[src/rtl/stage2_pipe_reg_if.sv]
// Decode-to-execute handshake bundle: stage-1 fields in, registered stage-2 fields out,
// plus the writeback bypass port, flush and stall controls.
interface stage2_pipe_reg_if #(
    parameter int unsigned CNT_W = 16
);
    logic             VALID_STAGE1;
    logic [6:0]       OPCODE_STAGE1;
    logic [4:0]       RADDR1_STAGE1;
    logic [4:0]       RADDR2_STAGE1;
    logic [4:0]       WR_ADDR_STAGE1;
    logic             WR_EN_STAGE1;
    logic [31:0]      RS1_DATA_STAGE1;
    logic [31:0]      RS2_DATA_STAGE1;
    logic [31:0]      IMM_STAGE1;
    logic [31:0]      PC_STAGE1;
    logic             WB_WR_EN;
    logic [4:0]       WB_ADDR;
    logic [31:0]      WB_DATA;
    logic             FLUSH;
    logic             STALL_IF;
    logic             VALID_STAGE2;
    logic             WR_EN_STAGE2;
    logic [6:0]       OPCODE_STAGE2;
    logic [4:0]       RADDR1_STAGE2;
    logic [4:0]       RADDR2_STAGE2;
    logic [4:0]       WR_ADDR_STAGE2;
    logic [31:0]      RS1_DATA_STAGE2;
    logic [31:0]      RS2_DATA_STAGE2;
    logic [31:0]      IMM_STAGE2;
    logic [31:0]      PC_STAGE2;
    logic [CNT_W-1:0] STALL_COUNT;

    modport master (
        output VALID_STAGE1, OPCODE_STAGE1, RADDR1_STAGE1, RADDR2_STAGE1, WR_ADDR_STAGE1,
               WR_EN_STAGE1, RS1_DATA_STAGE1, RS2_DATA_STAGE1, IMM_STAGE1, PC_STAGE1,
               WB_WR_EN, WB_ADDR, WB_DATA, FLUSH,
        input  STALL_IF, VALID_STAGE2, WR_EN_STAGE2, OPCODE_STAGE2, RADDR1_STAGE2,
               RADDR2_STAGE2, WR_ADDR_STAGE2, RS1_DATA_STAGE2, RS2_DATA_STAGE2, IMM_STAGE2,
               PC_STAGE2, STALL_COUNT
    );

    modport slave (
        input  VALID_STAGE1, OPCODE_STAGE1, RADDR1_STAGE1, RADDR2_STAGE1, WR_ADDR_STAGE1,
               WR_EN_STAGE1, RS1_DATA_STAGE1, RS2_DATA_STAGE1, IMM_STAGE1, PC_STAGE1,
               WB_WR_EN, WB_ADDR, WB_DATA, FLUSH,
        output STALL_IF, VALID_STAGE2, WR_EN_STAGE2, OPCODE_STAGE2, RADDR1_STAGE2,
               RADDR2_STAGE2, WR_ADDR_STAGE2, RS1_DATA_STAGE2, RS2_DATA_STAGE2, IMM_STAGE2,
               PC_STAGE2, STALL_COUNT
    );
endinterface

[src/rtl/stage2_pipe_reg.sv]
// ID/EX pipeline register with load-use hazard stalling, writeback bypass on capture,
// flush handling and a saturating stall-cycle counter.
module stage2_pipe_reg #(
    parameter int unsigned LOAD_BUBBLES = 2,
    parameter int unsigned CNT_W        = 16
) (
    input  logic               clk,
    input  logic               reset_n,
    stage2_pipe_reg_if.slave   bus
);
    localparam logic [6:0] OpLoad   = 7'b0000011;
    localparam logic [6:0] OpLui    = 7'b0110111;
    localparam logic [6:0] OpAuipc  = 7'b0010111;
    localparam logic [6:0] OpJal    = 7'b1101111;
    localparam logic [6:0] OpReg    = 7'b0110011;
    localparam logic [6:0] OpStore  = 7'b0100011;
    localparam logic [6:0] OpBranch = 7'b1100011;

    typedef enum logic [0:0] {StIdle, StStall} state_e;

    typedef struct packed {
        logic        valid;
        logic        wr_en;
        logic [6:0]  opcode;
        logic [4:0]  raddr1;
        logic [4:0]  raddr2;
        logic [4:0]  wr_addr;
        logic [31:0] rs1_data;
        logic [31:0] rs2_data;
        logic [31:0] imm;
        logic [31:0] pc;
    } stage_t;

    state_e           state_q, state_d;
    logic [1:0]       bcnt_q, bcnt_d;
    stage_t           stage_q, stage_d, capture;
    logic [CNT_W-1:0] count_q, count_d;
    logic             rs1_match, rs2_match, load_hazard, stall_if;

    always_comb begin
        rs1_match = (bus.RADDR1_STAGE1 == stage_q.wr_addr) &&
                    !(bus.OPCODE_STAGE1 inside {OpLui, OpAuipc, OpJal});
        rs2_match = (bus.RADDR2_STAGE1 == stage_q.wr_addr) &&
                    (bus.OPCODE_STAGE1 inside {OpReg, OpStore, OpBranch});
        load_hazard = stage_q.valid && (stage_q.opcode == OpLoad) && stage_q.wr_en &&
                      (stage_q.wr_addr != 5'd0) && bus.VALID_STAGE1 && (rs1_match || rs2_match);
    end

    // x0 always reads zero; otherwise a same-cycle writeback wins over the regfile read.
    always_comb begin
        capture.valid    = bus.VALID_STAGE1;
        capture.wr_en    = bus.WR_EN_STAGE1 & bus.VALID_STAGE1;
        capture.opcode   = bus.OPCODE_STAGE1;
        capture.raddr1   = bus.RADDR1_STAGE1;
        capture.raddr2   = bus.RADDR2_STAGE1;
        capture.wr_addr  = bus.WR_ADDR_STAGE1;
        capture.imm      = bus.IMM_STAGE1;
        capture.pc       = bus.PC_STAGE1;
        capture.rs1_data = bus.RS1_DATA_STAGE1;
        capture.rs2_data = bus.RS2_DATA_STAGE1;
        if (bus.RADDR1_STAGE1 == 5'd0) begin
            capture.rs1_data = '0;
        end else if (bus.WB_WR_EN && (bus.WB_ADDR == bus.RADDR1_STAGE1)) begin
            capture.rs1_data = bus.WB_DATA;
        end
        if (bus.RADDR2_STAGE1 == 5'd0) begin
            capture.rs2_data = '0;
        end else if (bus.WB_WR_EN && (bus.WB_ADDR == bus.RADDR2_STAGE1)) begin
            capture.rs2_data = bus.WB_DATA;
        end
    end

    // The hazard cycle itself is the first bubble; BCNT holds the bubbles still owed.
    always_comb begin
        state_d  = state_q;
        bcnt_d   = bcnt_q;
        stage_d  = capture;
        stall_if = 1'b0;
        unique case (state_q)
            StIdle: begin
                if (bus.FLUSH) begin
                    stage_d = '0;
                    bcnt_d  = 2'd0;
                end else if (load_hazard) begin
                    stall_if = 1'b1;
                    stage_d  = '0;
                    bcnt_d   = 2'(LOAD_BUBBLES - 1);
                    state_d  = (LOAD_BUBBLES > 1) ? StStall : StIdle;
                end
            end
            StStall: begin
                stage_d = '0;
                if (bus.FLUSH) begin
                    bcnt_d  = 2'd0;
                    state_d = StIdle;
                end else begin
                    stall_if = 1'b1;
                    bcnt_d   = bcnt_q - 2'd1;
                    if (bcnt_q <= 2'd1) begin
                        state_d = StIdle;
                    end
                end
            end
            default: begin
                state_d = StIdle;
                bcnt_d  = 2'd0;
            end
        endcase
        count_d = count_q;
        if (stall_if && (count_q != '1)) begin
            count_d = count_q + 1'b1;
        end
    end

    always_ff @(posedge clk) begin
        if (!reset_n) begin
            state_q <= StIdle;
            bcnt_q  <= 2'd0;
            stage_q <= '0;
            count_q <= '0;
        end else begin
            state_q <= state_d;
            bcnt_q  <= bcnt_d;
            stage_q <= stage_d;
            count_q <= count_d;
        end
    end

    assign bus.STALL_IF        = stall_if & reset_n;
    assign bus.VALID_STAGE2    = stage_q.valid;
    assign bus.WR_EN_STAGE2    = stage_q.wr_en;
    assign bus.OPCODE_STAGE2   = stage_q.opcode;
    assign bus.RADDR1_STAGE2   = stage_q.raddr1;
    assign bus.RADDR2_STAGE2   = stage_q.raddr2;
    assign bus.WR_ADDR_STAGE2  = stage_q.wr_addr;
    assign bus.RS1_DATA_STAGE2 = stage_q.rs1_data;
    assign bus.RS2_DATA_STAGE2 = stage_q.rs2_data;
    assign bus.IMM_STAGE2      = stage_q.imm;
    assign bus.PC_STAGE2       = stage_q.pc;
    assign bus.STALL_COUNT     = count_q;
endmodule

[src/flat_wrapper.sv]
// flat-port wrapper written by rule: the top's interface ports become plain ports
module stage2_pipe_reg_flat 
#(
    parameter int unsigned LOAD_BUBBLES = 2,
    parameter int unsigned CNT_W        = 16
)
  (clk, reset_n, bus_VALID_STAGE1, bus_OPCODE_STAGE1, bus_RADDR1_STAGE1, bus_RADDR2_STAGE1, bus_WR_ADDR_STAGE1, bus_WR_EN_STAGE1, bus_RS1_DATA_STAGE1, bus_RS2_DATA_STAGE1, bus_IMM_STAGE1, bus_PC_STAGE1, bus_WB_WR_EN, bus_WB_ADDR, bus_WB_DATA, bus_FLUSH, bus_STALL_IF, bus_VALID_STAGE2, bus_WR_EN_STAGE2, bus_OPCODE_STAGE2, bus_RADDR1_STAGE2, bus_RADDR2_STAGE2, bus_WR_ADDR_STAGE2, bus_RS1_DATA_STAGE2, bus_RS2_DATA_STAGE2, bus_IMM_STAGE2, bus_PC_STAGE2, bus_STALL_COUNT);
  stage2_pipe_reg_if #(.CNT_W(CNT_W)) bus_i ();
  input  logic clk;
  input  logic reset_n;
  input wire logic [$bits(bus_i.VALID_STAGE1)-1:0] bus_VALID_STAGE1;
  input wire logic [$bits(bus_i.OPCODE_STAGE1)-1:0] bus_OPCODE_STAGE1;
  input wire logic [$bits(bus_i.RADDR1_STAGE1)-1:0] bus_RADDR1_STAGE1;
  input wire logic [$bits(bus_i.RADDR2_STAGE1)-1:0] bus_RADDR2_STAGE1;
  input wire logic [$bits(bus_i.WR_ADDR_STAGE1)-1:0] bus_WR_ADDR_STAGE1;
  input wire logic [$bits(bus_i.WR_EN_STAGE1)-1:0] bus_WR_EN_STAGE1;
  input wire logic [$bits(bus_i.RS1_DATA_STAGE1)-1:0] bus_RS1_DATA_STAGE1;
  input wire logic [$bits(bus_i.RS2_DATA_STAGE1)-1:0] bus_RS2_DATA_STAGE1;
  input wire logic [$bits(bus_i.IMM_STAGE1)-1:0] bus_IMM_STAGE1;
  input wire logic [$bits(bus_i.PC_STAGE1)-1:0] bus_PC_STAGE1;
  input wire logic [$bits(bus_i.WB_WR_EN)-1:0] bus_WB_WR_EN;
  input wire logic [$bits(bus_i.WB_ADDR)-1:0] bus_WB_ADDR;
  input wire logic [$bits(bus_i.WB_DATA)-1:0] bus_WB_DATA;
  input wire logic [$bits(bus_i.FLUSH)-1:0] bus_FLUSH;
  output wire logic [$bits(bus_i.STALL_IF)-1:0] bus_STALL_IF;
  output wire logic [$bits(bus_i.VALID_STAGE2)-1:0] bus_VALID_STAGE2;
  output wire logic [$bits(bus_i.WR_EN_STAGE2)-1:0] bus_WR_EN_STAGE2;
  output wire logic [$bits(bus_i.OPCODE_STAGE2)-1:0] bus_OPCODE_STAGE2;
  output wire logic [$bits(bus_i.RADDR1_STAGE2)-1:0] bus_RADDR1_STAGE2;
  output wire logic [$bits(bus_i.RADDR2_STAGE2)-1:0] bus_RADDR2_STAGE2;
  output wire logic [$bits(bus_i.WR_ADDR_STAGE2)-1:0] bus_WR_ADDR_STAGE2;
  output wire logic [$bits(bus_i.RS1_DATA_STAGE2)-1:0] bus_RS1_DATA_STAGE2;
  output wire logic [$bits(bus_i.RS2_DATA_STAGE2)-1:0] bus_RS2_DATA_STAGE2;
  output wire logic [$bits(bus_i.IMM_STAGE2)-1:0] bus_IMM_STAGE2;
  output wire logic [$bits(bus_i.PC_STAGE2)-1:0] bus_PC_STAGE2;
  output wire logic [$bits(bus_i.STALL_COUNT)-1:0] bus_STALL_COUNT;
  assign bus_i.VALID_STAGE1 = bus_VALID_STAGE1;
  assign bus_i.OPCODE_STAGE1 = bus_OPCODE_STAGE1;
  assign bus_i.RADDR1_STAGE1 = bus_RADDR1_STAGE1;
  assign bus_i.RADDR2_STAGE1 = bus_RADDR2_STAGE1;
  assign bus_i.WR_ADDR_STAGE1 = bus_WR_ADDR_STAGE1;
  assign bus_i.WR_EN_STAGE1 = bus_WR_EN_STAGE1;
  assign bus_i.RS1_DATA_STAGE1 = bus_RS1_DATA_STAGE1;
  assign bus_i.RS2_DATA_STAGE1 = bus_RS2_DATA_STAGE1;
  assign bus_i.IMM_STAGE1 = bus_IMM_STAGE1;
  assign bus_i.PC_STAGE1 = bus_PC_STAGE1;
  assign bus_i.WB_WR_EN = bus_WB_WR_EN;
  assign bus_i.WB_ADDR = bus_WB_ADDR;
  assign bus_i.WB_DATA = bus_WB_DATA;
  assign bus_i.FLUSH = bus_FLUSH;
  assign bus_STALL_IF = bus_i.STALL_IF;
  assign bus_VALID_STAGE2 = bus_i.VALID_STAGE2;
  assign bus_WR_EN_STAGE2 = bus_i.WR_EN_STAGE2;
  assign bus_OPCODE_STAGE2 = bus_i.OPCODE_STAGE2;
  assign bus_RADDR1_STAGE2 = bus_i.RADDR1_STAGE2;
  assign bus_RADDR2_STAGE2 = bus_i.RADDR2_STAGE2;
  assign bus_WR_ADDR_STAGE2 = bus_i.WR_ADDR_STAGE2;
  assign bus_RS1_DATA_STAGE2 = bus_i.RS1_DATA_STAGE2;
  assign bus_RS2_DATA_STAGE2 = bus_i.RS2_DATA_STAGE2;
  assign bus_IMM_STAGE2 = bus_i.IMM_STAGE2;
  assign bus_PC_STAGE2 = bus_i.PC_STAGE2;
  assign bus_STALL_COUNT = bus_i.STALL_COUNT;
  stage2_pipe_reg #(.LOAD_BUBBLES(LOAD_BUBBLES), .CNT_W(CNT_W)) u_core (.clk(clk), .reset_n(reset_n), .bus(bus_i));
endmodule
[config.mk]
export PLATFORM = sky130hd
export DESIGN_NAME = stage2_pipe_reg_flat
export DESIGN_NICKNAME = d
export VERILOG_FILES = /design/src/rtl/stage2_pipe_reg_if.sv /design/src/rtl/stage2_pipe_reg.sv /design/src/flat_wrapper.sv
export SDC_FILE = /design/constraint.sdc
export NUM_CORES = 1
export LEC_CHECK = 0
export BUFFER_PORTS_ARGS = -buffer_cell sky130_fd_sc_hd__buf_4
export CAP_MARGIN = 25
export CORE_AREA = 2 2 141 143
export CTS_BUF_LIST = sky130_fd_sc_hd__clkbuf_16
export DETAILED_ROUTE_END_ITERATION = 7
export DIE_AREA = 0 0 143 145
export PLACE_DENSITY_LB_ADDON = 0.1
export SYNTH_ARGS = -nofsm -noshare
export SYNTH_HDL_FRONTEND = slang
export SYNTH_SLANG_ARGS = --single-unit
[constraint.sdc]
create_clock -name clk -period 5.8 [get_ports clk]
set_clock_uncertainty 0.15 [all_clocks]
set_input_delay 0.29 -clock clk [delete_from_list [all_inputs] [get_ports clk]]
set_output_delay 0.29 -clock clk [all_outputs]
set_load 0.01 [all_outputs]
==> reports/metrics.cfg, run 1 <==
[timing]
fin_crit_sh=0.517
setup_tns_ns=0
worst_slack_ns=2.80
report.final.slew_viol_count=0
fmax_ghz=0.333
finalHoldViolations=0
rsz0062_at_grt=no
fin_crit_ns=3.00
setup_viol=0
worstMarginPinSlew_ns=0.595
holdWs_ns=0.0130
max_slew_margin=0.603

[placement]
dp_cells=1149
place_hpwl_mm=14.9
dpl_worst_slack_ns=3.05
port_buffers=361
placed_area_mm2=0.00904
place_congestion=0.755

[synthesis]
syn_nets=740
yosys-top-cells-area=dfxtp_1 (56%), mux2i_1 (11%), and2_1 (9.1%)
synthesis.area_mm2=0.00613
yosysTopAreaCell=dfxtp_1
yosys.area.top_type_share=0.559
avgSynthCellArea_um2=11.2
async_reset_ff_frac=0
yosysUniqueCellTypes=40
ys_ff_latch=171
synth-edff-count=0
seq_area_frac_synth=0.559
ys.warnings.count=0
synth_ff_type=dfxtp_1
synthesis.instances=545

[power]
pwr-share-seq=0.435
p_sw_mw=0.685
p_sw_frac=0.242
p_int_mw=2.14
combPwrFrac=0.152
p_clk_frac=0.413
power.density_mw_per_mm2=240
peakVddDrop_mv=0.190
leakage_nw=5.18

[setup_path]
crit_type=input pin to flip-flop
worst_setup_path_start_kind=input pin
worst_r2r_startpoint=u_core.bus.WR_ADDR_STAGE2[4]
crit_path_end_kind=flip-flop
crit_fanout=17
rrSetupSlack_ns=3.12
reg2reg_to=u_core.bus.RS2_DATA_STAGE2[31]
ff2ff_path_depth=9
crit_required_ns=5.95
timing.critical_path.from=bus_RADDR1_STAGE1[2]
worstPathArrival_ns=3.15

[layout]
n_fill_cell=1548
fin_area_mm2=0.0118
layout_commonest_cell=buf_4
stdcell_count=1395
area_delta_synth_final_pct=92.7
drive_gt1_frac=0.419
layout_common_cells=buf_4 (365), dlygate4sd3_1 (211), dfxtp_1 (171)
fin_nets=1311

[worst_hold_path]
hold_start=bus_RADDR1_STAGE1[0]
worst_hold_path_type=input pin to flip-flop
hold_end=u_core.bus.RADDR1_STAGE2[0]
hold_depth=2

[clocking]
h-tree-depth=4
cts_num_sinks=171
cts_tree=yes
cts_buffers=17
clk_pin_slew_worst_paths_ns=0.07
clk_path_buf_depth=2
root_buffer=clkbuf_16
insertion_delay_ns=0.43

[flow_run]
maxCapViolations=0

[grt]
grt_usage=0.210
gr-total-overflow=0
antenna_found_initial=1
grt_pass1_wl_mm=33.9
grt_max_degree=51
grt_pass1_vias=6695

[die]
io_pins=362
dieArea_mm2=0.0207
rows=51
die_w_um=143
start_util=0.319
die_h_um=145
core_area_mm2=0.0192

[detailed_routing]
num_vias=6039
routed_via_density=4.33
drc=0
wl_per_cell_um=15.6
drt_pass1_iterations=4
first_iter_violations=135
wirelength_mm=21.7
drtAntennaViolNets=0

[run_status]
run_status=complete, no violations

power by group through the flow:
stage / Clock (mW) / Combinational [mW] / Sequential, mW
final: 1.17 / 0.430 / 1.23
after global routing: 1.24 / 0.461 / 1.24
after CTS: 1.19 / 0.426 / 1.23
after detailed placement: 0 / 0.307 / 1.26
after global placement: 0 / 0.303 / 1.26
after floorplan: 0 / 0.0891 / 1.28
cells in the mapped netlist (all sizes together), types with 2 or more instances:
library cell / count
dfxtp: 171
and2: 89
nor2: 74
mux2i: 67
clkbuf: 17
xor2: 17
nand3: 11
nand2: 10
or4: 10
buf: 9
a21oi: 8
xnor2: 8
and3: 7
nor4: 6
o31ai: 6
inv: 5
o21ai: 5
nand4: 4
nor3: 4
and4: 2
ha: 2
nand2b: 2
kinds of logic (layout without fill, tap and decap cells):
group                    count (synthesis)  after routing  synth area share
other                                    0              1                 0
AO/OA/AOI/OAI                           25             25            0.0343
flip-flops                             171            171             0.559
multiplexers                            67             67             0.109
adder cells (fa/ha/maj)                  2              2           0.00408
XOR/XNOR                                25             25            0.0357
AND/OR/NAND/NOR                        224            224             0.228
buffers and inverters                   31            615            0.0300
cell type report:
| cell class | count | area, um^2 | area share |
|---|---|---|---|
| clock buffer | 17 | 425 | 0.0360 |
| inverter | 5 | 18.8 | 0.00159 |
| sequential | 171 | 3420 | 0.290 |
| timing repair buffer | 578 | 4900 | 0.415 |
| tap | 265 | 332 | 0.0281 |
| multi-input combinational | 343 | 2520 | 0.214 |
| clock inverter | 15 | 181 | 0.0154 |
| antenna | 1 | 2.50 | 0.000212 |
state kept, by name, indices dropped and copies added, names as in the netlist:
register	flops
u_core.bus.IMM_STAGE2	32
u_core.bus.PC_STAGE2	32
u_core.bus.RS1_DATA_STAGE2	32
u_core.bus.RS2_DATA_STAGE2	32
u_core.bus.STALL_COUNT	16
u_core.bus.OPCODE_STAGE2	7
u_core.bus.RADDR1_STAGE2	5
u_core.bus.RADDR2_STAGE2	5
u_core.bus.WR_ADDR_STAGE2	5
u_core.bcnt_q	2
u_core.bus.VALID_STAGE2	1
u_core.bus.WR_EN_STAGE2	1
u_core.state_q	1
through the flow:
step | util | power (mW)
after floorplan | - | 1.37
after global placement | 0.470 | 1.56
after detailed placement | 0.470 | 1.57
after CTS | 0.612 | 2.85
after global routing | 0.615 | 2.94
final | 0.615 | 2.83
worst max-delay path by stage:
stage                                           to  slack (ns)  cells past startpoint
detailed placement   u_core.bus.RS2_DATA_STAGE2[0]        3.05                     10
floorplan               u_core.bus.STALL_COUNT[14]        3.56                      8
finish              u_core.bus.RS1_DATA_STAGE2[31]        2.80                      9
global placement     u_core.bus.RS2_DATA_STAGE2[0]        3.09                     10
CTS                 u_core.bus.RS2_DATA_STAGE2[18]        2.63                      8
global route        u_core.bus.RS1_DATA_STAGE2[31]        2.64                      9
critical path, cell delays in order:
cell and delay (ns):
dlygate4sd3_1 0.56, buf_4 0.17, xor2_1 0.14, nor4_1 0.27, and3_2 0.62, buf_16 0.24
mux2i_1 0.22, dlygate4sd3_1 0.59, nor2_2 0.04
repair_timing:
item / CTS / global route
endpoints found under the setup margin: 0 / 0
setup buffers: 0 / 0
hold endpoints to repair: 152 / 0
hold buffers: 211 / 0
gates resized for setup: 0 / 0
per-layer routing:
metal | track usage | share of wire | up-vias
li1 | - | - | 2955
met1 | 0.215 | 0.37 | 2805
met2 | 0.385 | 0.53 | 234
met3 | 0.0614 | 0.069 | 45
met4 | 0.101 | 0.036 | 0
met5 | 0 | 0 | -
Note: power is estimated with default switching activity, not from simulation.
==> run 2: changes to the inputs <==
--- a/config.mk
+++ b/config.mk
@@ -7,10 +7,10 @@
 export LEC_CHECK = 0
 export BUFFER_PORTS_ARGS = -buffer_cell sky130_fd_sc_hd__buf_4
 export CAP_MARGIN = 25
-export CORE_AREA = 2 2 141 143
+export CORE_AREA = 2 2 142 144
 export CTS_BUF_LIST = sky130_fd_sc_hd__clkbuf_16
 export DETAILED_ROUTE_END_ITERATION = 7
-export DIE_AREA = 0 0 143 145
+export DIE_AREA = 0 0 144 146
 export PLACE_DENSITY_LB_ADDON = 0.1
 export SYNTH_ARGS = -nofsm -noshare
 export SYNTH_HDL_FRONTEND = slang
==> constraint.sdc (replaced) <==
create_clock -name clk -period 3 [get_ports clk]
set_clock_uncertainty 0.15 [all_clocks]
set_input_delay 0.15 -clock clk [delete_from_list [all_inputs] [get_ports clk]]
set_output_delay 0.15 -clock clk [all_outputs]
set_load 0.01 [all_outputs]
==> run 2 against run 1 <==
Net effect: combinational power up 96%; utilization down 0.17 points; final area up 0.39%; worst setup slack worse by 2.6 ns; cell count up 0.57%; critical path type unchanged; sequential share of layout area down 0.11 points; global-route usage about the same; register-to-register slack worse by 2.7 ns; hold slack better by 0.30 ns; first-iteration DRC count down 13%; non-clock buffer count up 9; critical path depth unchanged.
==> reports/metrics.cfg, run 2 (synthesis results as in run 1) <==
[clocking]
root_buffer=clkbuf_16
cts_tree=yes
clk_pin_slew_worst_paths_ns=0.07  ; about the same
h-tree-depth=4  ; unchanged
cts_num_sinks=171  ; unchanged
cts_buffers=17  ; unchanged
insertion_delay_ns=0.43  ; about the same
post_cts_buffers=0  ; unchanged
clk_path_buf_depth=2  ; unchanged

[timing]
setup_viol=0  ; unchanged
fin_crit_ns=2.83
setup_tns_ns=0  ; unchanged
rsz0062_at_grt=no
worst_slack_ns=0.166  ; -2.63 ns
finalHoldViolations=0  ; unchanged
worstMarginPinSlew_ns=0.611  ; +0.0159 ns
max_slew_margin=0.590  ; -0.0136
fmax_ghz=0.353
fin_crit_sh=0.945
report.final.slew_viol_count=0  ; unchanged
holdWs_ns=0.312  ; +0.299 ns

[power]
power.density_mw_per_mm2=458  ; +91%
p_int_mw=4.14  ; +93%
totalPowerFinal_mw=5.43  ; +92%
p_sw_frac=0.237  ; -0.00485
pwr-share-seq=0.439  ; +0.004
peakVddDrop_mv=0.379  ; +99%
leakage_nw=5.22  ; +0.71%
p_clk_frac=0.406  ; -0.007
combPwrFrac=0.155  ; +0.003
p_sw_mw=1.29  ; +88%

[layout]
diodes=0  ; -1
layout_common_cells=buf_4 (368), dlygate4sd3_1 (218), dfxtp_1 (171)
stdcell_count=1403  ; +0.57%
n_fill_cell=1576  ; +1.8%
layout_commonest_cell=buf_4
fin_nets=1320  ; +0.69%
drive_gt1_frac=0.416  ; -0.00331
area_delta_synth_final_pct=93.4

[die]
core_area_mm2=0.0193  ; +0.66%
io_pins=362  ; unchanged
rows=51  ; unchanged
start_util=0.317  ; -0.00211
die_w_um=144  ; +0.70%
dieArea_mm2=0.0210  ; +1.4%
die_h_um=146  ; +0.69%

[detailed_routing]
drc=0  ; unchanged
wirelength_mm=22.0  ; +1.2%
wl_per_cell_um=15.7  ; +0.67%
drtAntennaViolNets=0  ; unchanged
first_iter_violations=118  ; -13%
drt-met1-wl_mm=7.98  ; -0.32%
num_vias=6077  ; +0.63%
routed-wl-met2_mm=11.7  ; +2.5%
highest_layer=met4
routed_via_density=4.33  ; about the same
wl_met3_mm=1.58  ; +5.3%
drt_pass1_iterations=4  ; unchanged

[placement]
place_hpwl_mm=15.4  ; +2.9%
dp_cells=1153  ; +0.35%
dpl_worst_slack_ns=0.404  ; -2.64 ns
place_congestion=0.791  ; +4.8%
port_buffers=361  ; unchanged

[setup_path]
worst_setup_path_start_kind=input pin
crit_path_end_kind=flip-flop
crit_required_ns=3.15  ; -2.80 ns
worstPathArrival_ns=2.98  ; -0.17 ns
crit_type=input pin to flip-flop
crit_fanout=32  ; +15
rrSetupSlack_ns=0.43  ; -2.69 ns

[flow_run]
maxCapViolations=0  ; unchanged

[grt]
grt_max_degree=62  ; +22%
grt_usage=0.210  ; about the same
antenna_found_initial=0  ; -1
grt_pass1_wl_mm=34.2  ; +0.71%
gr-total-overflow=0  ; unchanged
grt_pass1_vias=6706  ; +0.16%

[run_status]
run_status=complete, no violations

[worst_hold_path]
worst_hold_path_type=input pin to flip-flop

## run 2: worst paths after layout
| kind | endpoint | cells after the start | startpoint |
|---|---|---|---|
| setup / recovery | u_core.bus.RS2_DATA_STAGE2[12] | 9 | bus_RADDR2_STAGE1[2] |
| setup reg to reg | u_core.bus.PC_STAGE2[23] | 6 | u_core.bus.WR_ADDR_STAGE2[1] |
| hold reg to reg | u_core.bcnt_q[1] | 1 | u_core.bcnt_q[1] |
| hold / removal | u_core.bus.IMM_STAGE2[7] | 3 | bus_IMM_STAGE1[7] |
## run 2: through the flow
| stage | instance area [um^2] | utilization |
|---|---|---|
| 6_report | 11900 | 0.613 |
| 5_1_grt | 11900 | 0.613 |
| 4_1_cts | 11900 | 0.613 |
| 3_5_place_dp | 9080 | 0.470 |
| 3_3_place_gp | 9080 | 0.470 |
| 2_1_floorplan | 6130 | - |
## run 2: critical path: stages
cell and delay (ns):
dlygate4sd3_1 0.56, buf_4 0.17, xor2_1 0.14, nor4_1 0.31, and3_2 0.23, buf_4 0.48, mux2i_1 0.27, dlygate4sd3_1 0.59
nor2_2 0.03
## run 2: layout make-up
| class | count | area [um^2] | share of cell area |
|---|---|---|---|
| well taps | 265 | 332 | 0.0280 |
| repair buffers | 587 | 4960 | 0.419 |
| clock inverters | 15 | 165 | 0.0139 |
| multi-input cells | 343 | 2520 | 0.213 |
| flip-flops and latches | 171 | 3420 | 0.289 |
| inverters | 5 | 18.8 | 0.00158 |
| clock buffers | 17 | 425 | 0.0359 |
## run 2: repair_timing
action / in CTS / in global routing
resized for setup: 0 / 0
hold buffers: 218 / 0
endpoints found under the hold margin: 156 / 0
## run 2: power by group through the flow
| stage | logic, mW | clock network (mW) | registers (mW) |
|---|---|---|---|
| after global placement | 0.589 | 0 | 2.43 |
| after CTS | 0.835 | 2.26 | 2.38 |
| after detailed placement | 0.597 | 0 | 2.43 |
| after floorplan | 0.172 | 0 | 2.48 |
| after global routing | 0.901 | 2.36 | 2.39 |
| final | 0.841 | 2.20 | 2.38 |
## run 2: routing by layer
layer / up-vias / GRT usage
met5: - / 0
met2: 250 / 0.390
met3: 49 / 0.0632
met1: 2798 / 0.213
met4: 0 / 0.0926
li1: 2980 / -
